**src/rtl/rs_bank_pkg.sv**
```systemverilog
// rs_bank_pkg: shared tag/entry types and sizing constants for the reservation-station banks.
package rs_bank_pkg;

  localparam int PHYS_TAG_W  = 6;
  localparam int OPCODE_W    = 8;
  localparam int RS_ALU_SZ   = 8;
  localparam int NUM_FU_ALU  = 2;
  localparam int CDB_SZ      = 2;
  localparam int DISPATCH_SZ = 2;

  typedef logic [PHYS_TAG_W-1:0] phys_tag_t;

  typedef struct packed {
    logic                valid;
    phys_tag_t           src1_tag;
    logic                src1_ready;
    phys_tag_t           src2_tag;
    logic                src2_ready;
    phys_tag_t           dest_tag;
    logic [OPCODE_W-1:0] opcode;
  } rs_entry_t;

  // Marks either source ready when its tag matches a completing destination tag.
  function automatic rs_entry_t wake_entry(input rs_entry_t e, input phys_tag_t tag);
    rs_entry_t r;
    r = e;
    if (e.src1_tag == tag) r.src1_ready = 1'b1;
    if (e.src2_tag == tag) r.src2_ready = 1'b1;
    return r;
  endfunction

endpackage

```
**src/rtl/rs_free_selector.sv**
```systemverilog
// rs_free_selector: picks up to DISPATCH_WIDTH free slots, lowest index first,
// as a cascade of lowest-set-bit pickers that each mask out the previous pick.
module rs_free_selector
  import rs_bank_pkg::*;
#(
  parameter int RS_SZ          = RS_ALU_SZ,
  parameter int DISPATCH_WIDTH = DISPATCH_SZ
) (
  input  logic [RS_SZ-1:0]                      free_mask,
  output logic [DISPATCH_WIDTH-1:0][RS_SZ-1:0]  sel_onehot,
  output logic [DISPATCH_WIDTH-1:0]             sel_valid
);

  logic [RS_SZ-1:0] remaining;

  // Cascaded lowest-set-bit extraction; select k is the k-th lowest free slot.
  always_comb begin
    remaining  = free_mask;
    sel_onehot = '0;
    sel_valid  = '0;
    for (int p = 0; p < DISPATCH_WIDTH; p++) begin
      sel_onehot[p] = remaining & ~(remaining - RS_SZ'(1));
      sel_valid[p]  = |remaining;
      remaining     = remaining & ~sel_onehot[p];
    end
  end

endmodule

```
**src/rtl/rs_bank.sv**
```systemverilog
// rs_bank: one reservation-station bank; accepts dispatches into free slots,
// wakes sources from CDB broadcasts and frees slots named by the issue stage.
// Optional macro RS_DISPATCH_BYPASS_EN: also wake a dispatching entry from the
// same-cycle CDB broadcasts so a result produced in the dispatch cycle is not lost.
module rs_bank
  import rs_bank_pkg::*;
#(
  parameter int RS_SZ          = RS_ALU_SZ,
  parameter int DISPATCH_WIDTH = DISPATCH_SZ,
  parameter int NUM_CLEAR      = NUM_FU_ALU,
  parameter int CDB_WIDTH      = CDB_SZ
) (
  input  logic                                     clock,
  input  logic                                     reset,
  input  logic                                     mispredict,
  input  logic      [DISPATCH_WIDTH-1:0]           disp_valid,
  input  rs_entry_t [DISPATCH_WIDTH-1:0]           disp_entry,
  input  logic      [CDB_WIDTH-1:0]                cdb_valid,
  input  phys_tag_t [CDB_WIDTH-1:0]                cdb_tag,
  input  logic      [NUM_CLEAR-1:0]                clear_valid,
  input  logic      [NUM_CLEAR-1:0][$clog2(RS_SZ)-1:0] clear_idx,
  output rs_entry_t [RS_SZ-1:0]                    entries,
  output logic      [$clog2(RS_SZ+1)-1:0]          free_count,
  output logic                                     full
);

  localparam int CNT_W  = $clog2(RS_SZ + 1);
  localparam int RANK_W = (DISPATCH_WIDTH > 1) ? $clog2(DISPATCH_WIDTH) : 1;

  rs_entry_t [RS_SZ-1:0]                   entries_q;
  rs_entry_t [RS_SZ-1:0]                   entries_d;
  logic      [RS_SZ-1:0]                   valid_mask;
  logic      [RS_SZ-1:0]                   free_mask;
  logic      [DISPATCH_WIDTH-1:0][RS_SZ-1:0] sel_onehot;
  logic      [DISPATCH_WIDTH-1:0]          sel_valid;
  logic      [DISPATCH_WIDTH-1:0]          dropped;
  logic      [RANK_W-1:0]                  rank;

  // Gather registered valid bits; slot choice never looks at this cycle's clears.
  always_comb begin
    valid_mask = '0;
    for (int i = 0; i < RS_SZ; i++) valid_mask[i] = entries_q[i].valid;
  end

  assign free_mask = ~valid_mask;

  rs_free_selector #(
    .RS_SZ          (RS_SZ),
    .DISPATCH_WIDTH (DISPATCH_WIDTH)
  ) u_free_selector (
    .free_mask  (free_mask),
    .sel_onehot (sel_onehot),
    .sel_valid  (sel_valid)
  );

  // Free count from registered state only, so the dispatcher sees no comb path back.
  always_comb begin
    free_count = CNT_W'(RS_SZ);
    for (int i = 0; i < RS_SZ; i++) begin
      if (valid_mask[i]) free_count = free_count - CNT_W'(1);
    end
  end

  assign full    = (free_count == '0);
  assign entries = entries_q;

  // Next state in priority order: flush over clear over wakeup over dispatch write.
  always_comb begin
    entries_d = entries_q;
    dropped   = '0;
    rank      = '0;

    for (int f = 0; f < NUM_CLEAR; f++) begin
      if (clear_valid[f]) entries_d[clear_idx[f]] = '0;
    end

    for (int i = 0; i < RS_SZ; i++) begin
      if (entries_d[i].valid) begin
        for (int c = 0; c < CDB_WIDTH; c++) begin
          if (cdb_valid[c]) entries_d[i] = wake_entry(entries_d[i], cdb_tag[c]);
        end
      end
    end

    for (int p = 0; p < DISPATCH_WIDTH; p++) begin
      if (disp_valid[p]) begin
        if (sel_valid[rank]) begin
          for (int i = 0; i < RS_SZ; i++) begin
            if (sel_onehot[rank][i]) begin
              entries_d[i]       = disp_entry[p];
              entries_d[i].valid = 1'b1;
`ifdef RS_DISPATCH_BYPASS_EN
              for (int c = 0; c < CDB_WIDTH; c++) begin
                if (cdb_valid[c]) entries_d[i] = wake_entry(entries_d[i], cdb_tag[c]);
              end
`else
`endif
            end
          end
        end else begin
          dropped[p] = 1'b1;
        end
        rank = rank + RANK_W'(1);
      end
    end

    if (mispredict) entries_d = '0;
  end

  // Entry array register with synchronous reset.
  always_ff @(posedge clock) begin
    if (reset) entries_q <= '0;
    else       entries_q <= entries_d;
  end

  // Simulation-only check that the dispatcher never exceeds the free slots.
  always_ff @(posedge clock) begin
    if (!reset && !mispredict) begin
      assert (dropped == '0);
    end
  end

endmodule

```
**config.mk**
```make
export PLATFORM = sky130hd
export DESIGN_NAME = rs_bank
export DESIGN_NICKNAME = d
export VERILOG_FILES = /design/src/rtl/rs_bank_pkg.sv /design/src/rtl/rs_free_selector.sv /design/src/rtl/rs_bank.sv
export SDC_FILE = /design/constraint.sdc
export NUM_CORES = 1
export LEC_CHECK = 0
export ABC_AREA = 1
export CAP_MARGIN = 10
export CORE_ASPECT_RATIO = 1.5
export CORE_MARGIN = 2
export CORE_UTILIZATION = 42
export DETAILED_ROUTE_END_ITERATION = 8
export PLACE_DENSITY = 0.65
export SLEW_MARGIN = 20
export SYNTH_ARGS = -nofsm -noshare
export SYNTH_HDL_FRONTEND = slang
export SYNTH_SLANG_ARGS = --single-unit
```
**constraint.sdc**
```tcl
create_clock -name clock -period 9.49 [get_ports clock]
set_input_delay 1.4235 -clock clock [delete_from_list [all_inputs] [get_ports clock]]
set_output_delay 1.4235 -clock clock [all_outputs]
set_load 0.03 [all_outputs]
```
# Word level (Yosys, flattened, before mapping)
# Cells that the tools add are included.
op_classes:
  shifts: 0
  n_mux: 103
  bitwise: 11
  order_cmp: 5
  n_addsub: 9
  eq_ne: 32
  n_div: 0
  n_reduce_logical: 6
  n_mul: 0
ops:
  columns: ["operator", "n"]
  rows:
  - ["$mux W232", 6]
  - ["$mux W29", 34]
  - ["$and A232 B232 Y232", 2]
  - ["$not A232 Y232", 2]
  - ["$mux W22", 16]
  - ["$eq A6 B6 Y1", 32]
  - ["$demux W29 S3", 2]
  - ["$mux W1", 35]
  - ["$mux W4", 8]
  - ["$not A8 Y8", 4]
  - ["$sub A4 B1 Y4 const B", 7]
  - ["$and A8 B8 Y8", 3]
  - ["$mux W8", 2]
  - ["$reduce_or A8 Y1", 2]
  - ["$sub A8 B1 Y8 const B", 2]
  - ["$lt A3 B4 Y1 const B", 2]
  - ["$ge A3 B1 Y1 const B", 2]
  - ["$logic_not A4 Y1", 1]
  - ["$logic_and A1 B1 Y1", 2]
  - ["$lt A1 B2 Y1 const B", 1]
  - ["$reduce_or A2 Y1", 1]
word_totals:
  ram_bits: 0
  memories: 0
  mem_bits_ro: 0
  latch_bits: 0
  wordCells: 222
  ff_bits: 232
  output_inout_bits: 237

# Depth between registers and ports, before layout
depth:
  depth_word: 23
  mapped_depth: 21

# Hierarchy
# Synthesis repeated with hierarchy kept, for this count alone.
hier_totals:
  cells_unflattened: 2453
  hier_area_um2: 15396.0
modules_own_cells:
  columns: ["mod", "area_each_um2", "cells_per_inst", "seq_area_each_um2", "n_inst"]
  rows:
  - ["rs_bank", 15149.5, 2406, 4644.5, 1]
  - ["rs_free_selector", 246.5, 47, 0.0, 1]

# Worst setup path before layout
# Ideal clock, no wire load.
synth_path:
  path_kind: "reg-to-output"
  from: "reg entries_q (netlist bit entries[28])"
  to: "out full"
  slack_ns: 3.978
  path_buffers: 0
  path_stages_with_launch: 21
  arrival_time_ns: 4.088
  cell_sequence: "dfxtp_1 inv_1 fa_1 nand2_1 inv_1 nor2_1 ha_1 nand2_1 nand2_1 ha_1 nand2_1 nand2_1 ha_1 or2_2 nand2_1 inv_1 ha_1 nand2_1 o21ai_0 nand3b_1 nor2_1"
synth_via:
  elab_chain_len: 16
synth_lines:
  columns: ["item", "line_no", "text"]
  rows:
  - ["from (decl)", "rs_bank.sv:30", "rs_entry_t [RS_SZ-1:0] entries_q;"]
  - ["from (signal assigned)", "rs_bank.sv:113", "else entries_q <= entries_d;"]
  - ["$mux W4 *", "rs_bank.sv:60", "if (valid_mask[i]) free_count = free_count - CNT_W'(1);"]
  - ["$sub A4 B1 Y4", "rs_bank.sv:60", null]
  - ["$mux W4 *", "rs_bank.sv:60", null]
  - ["$sub A4 B1 Y4", "rs_bank.sv:60", null]
  - ["$mux W4 *", "rs_bank.sv:60", null]
  - ["$sub A4 B1 Y4", "rs_bank.sv:60", null]
  - ["$mux W4 *", "rs_bank.sv:60", null]
  - ["$sub A4 B1 Y4", "rs_bank.sv:60", null]
  - ["$mux W4 *", "rs_bank.sv:60", null]
  - ["$sub A4 B1 Y4", "rs_bank.sv:60", null]
  - ["$mux W4 *", "rs_bank.sv:60", null]
  - ["$sub A4 B1 Y4", "rs_bank.sv:60", null]
  - ["$mux W4 *", "rs_bank.sv:60", null]
  - ["$sub A4 B1 Y4", "rs_bank.sv:60", null]
  - ["$mux W4 *", "rs_bank.sv:60", null]
  - ["$logic_not A4 Y1 *", "rs_bank.sv:64", "assign full = (free_count == '0);"]
  - ["to (decl)", "rs_bank.sv:24", "output logic full"]
# Every way passes the cells marked *; elsewhere a longest branch is shown, timed or not.

# Worst setup path in the final report
# Same ends and word-level chain as after synthesis.

==> results_dict.tcl <==
set metrics [dict create \
    placedCellCount 3346 \
    rsz0062_at_grt "false" \
    power_density_nw_per_um2 128 \
    hold_path.class "reg -> reg" \
    gp_congestion 0.979 \
    place_area_um2 19000 \
    die_x_um 163 \
    clkTransAtPathRegs_ps 60 \
    wirelength_um 78300 \
    fmax_mhz 148 \
    slew-limit-headroom_pct 28.6 \
    outcome "finished, final reports clean" \
    fin_cells 3394 \
    grt_pass1_wl_um 113000 \
    syn_nets 2802 \
    netlist_area_um2 16000 \
    synthDistinctLibCells 42 \
    power_mw 2.56 \
    cts_root_buf "clkbuf_16" \
    htree_levels 1 \
    design_area_um2 20000 \
    viasPerCell 5.79 \
    grt_antenna_before_repair 1 \
    die_area_um2 39700 \
    syn-instance-count 2707 \
    drive_gt1_share_pct 4.82 \
    clock-sinks 232 \
    period_minus_slack_ps 6740 \
    ys.flop_type "dfxtp_1" \
    core_area_um2 37600 \
    maxSlewViolCount 0 \
    fin_worst_skew_ps 16.8 \
    synth_edf_count 0 \
    cts.path.max_buffers 3 \
    syn_area_per_cell_um2 5.91 \
    drtPass1Iterations 7 \
    n_fill_cell 3890 \
    ios 322 \
    p_leak_nw 8.89 \
    critPathMaxFanout 7 \
    tightest_slew_ps 1070 \
    period_share_pct 71.1 \
    grt_pass1_vias 18200 \
    cap_violations 0 \
    tns_ps 0 \
    grt_remaining_overflow 0 \
    hold_viol 0 \
    initialDrtViolationCount 2175 \
    worstSetupEndpointType "output port" \
    start_kind "flip-flop" \
    wl_per_cell_um 23.1 \
    grt_max_degree 102 \
    ys_warn_count 0 \
    drtAntennaViolNets 0 \
    hold_buffers 0 \
    yosysSeqAreaShare_pct 29.0 \
    drc_errors 0 \
    rows 87 \
    dp_slack_ps 3370 \
    postCtsSetupBuffers 0 \
    setup_viol_count_final 0 \
    crit_type "reg -> out" \
    grt_usage_pct 38.2 \
    num_vias 19600 \
    dp_hpwl_um 54700 \
    largest_reg_flops 232 \
    die_y_um 243 \
    cts_resized 0 \
    cp.required_ps 8070 \
    async_reset_ff_share_pct 0 \
    start_util_pct 42.6 \
    cts_tree "yes" \
    yosys_register_bits 232 \
    clk_latency_ps 580 \
    layout.nets 2980 \
    syn_to_final_growth_pct 24.8 \
    cts_buffers 26 \
    worstPathArrival_ps 5320 \
    ir_drop_v 0.000133 \
    setup_slack_ps 2750 \
    io_buffer_count 319 \
]
-- kinds of logic (layout without fill, tap and decap cells) --
family,Yosys count,after routing,synth area share [%]
buffers and inverters,379,576,10.3
AOI/OAI and AO/OA,566,566,20.5
DFF,232,232,29.0
and+or+nand+nor,1500,1500,38.2
adders and majority gates,10,10,0.829
other,0,1,0
xor gates and xnor gates,20,20,1.10
-- worst max-delay path, stage by stage, from the launching register on --
cell	delay (ps)
dfxtp_1	570
inv_1	280
fa_1	670
nand2_1	90
inv_1	110
nor2_1	60
ha_1	280
nand2_1	70
nand2_1	110
ha_1	290
nand2_1	80
nand2_1	100
ha_1	280
or2_2	290
nand2_1	100
inv_1	50
ha_1	260
nand2_1	40
o21ai_0	120
nand3b_1	110
nor2_1	110
clkdlybuf4s50_1	670
-- worst paths after layout --
| check | startpoint | to | slack [ps] | depth (start not counted) |
|---|---|---|---|---|
| max | entries[28] | full | 2750 | 21 |
| max reg2reg | entries[28] | entries[72] | 6160 | 8 |
| min reg2reg | entries[187] | entries[187] | 570 | 2 |
| min | entries[187] | entries[187] | 570 | 2 |
-- area by class of cell --
| class | count | area [um2] | share of cell area [%] |
|---|---|---|---|
| Antenna cell | 1 | 2.50 | 0.0125 |
| Clock buffer | 37 | 762 | 3.82 |
| Clock inverter | 10 | 144 | 0.721 |
| Inverter | 187 | 709 | 3.55 |
| Multi-Input combinational cell | 2096 | 9720 | 48.7 |
| Sequential cell | 232 | 4640 | 23.3 |
| Tap cell | 489 | 612 | 3.07 |
| Timing Repair Buffer | 342 | 3370 | 16.9 |
-- synth_stat cells, types with 9 or more instances --
cell type	n	share of area, %
xor2_1	20	1.1
a21oi_1	132	4.1
inv_1	161	3.8
a211oi_2	16	1.3
buf_1	12	0.28
nand2_1	904	21
ha_1	9	0.70
nand3_1	174	5.4
dfxtp_1	232	29
o21ai_0	252	7.9
o21ai_1	36	1.1
a211oi_1	119	5.6
buf_2	86	2.7
clkbuf_1	67	1.6
buf_4	19	0.89
nand4_1	43	1.7
inv_2	22	0.52
nor2_1	341	8.0
-- stage by stage --
step                      utilization (%)  hold WS, ps
after floorplan                         -          667
after detailed placement             50.7          557
final                                53.2          569
after global routing                 53.2          619
after global placement               50.7          535
after CTS                            53.1          565
-- report_power, final --
| group | internal [mW] | switching (mW) |
|---|---|---|
| Clock | 0.640 | 0.466 |
| Sequential | 0.989 | 0.0132 |
| Combinational | 0.130 | 0.325 |
| Total | 1.76 | 0.803 |
-- metal layers --
layer  GRT usage, %  vias to the layer above  routed length (um)
li1               -                     9202                   -
met1           41.6                     8859               26600
met2           62.0                     1190               35800
met3           7.91                      384                7720
met4           33.5                        0                8260
met5              0                        -                   0
-- layout by cell type, fill, tap and decap left out, types with 16 or more instances in the layout --
cell / n
inv_2: 21
a21oi_1: 132
dfxtp_1: 232
clkdlybuf4s50_1: 319
nor2_1: 336
inv_1: 161
o21ai_1: 36
o21ai_0: 252
nand4_1: 43
xor2_1: 20
nand2_1: 904
a211oi_2: 16
clkbuf_16: 26
buf_4: 22
nand3_1: 174
a211oi_1: 119
Power figures use the tool's default switching activity.
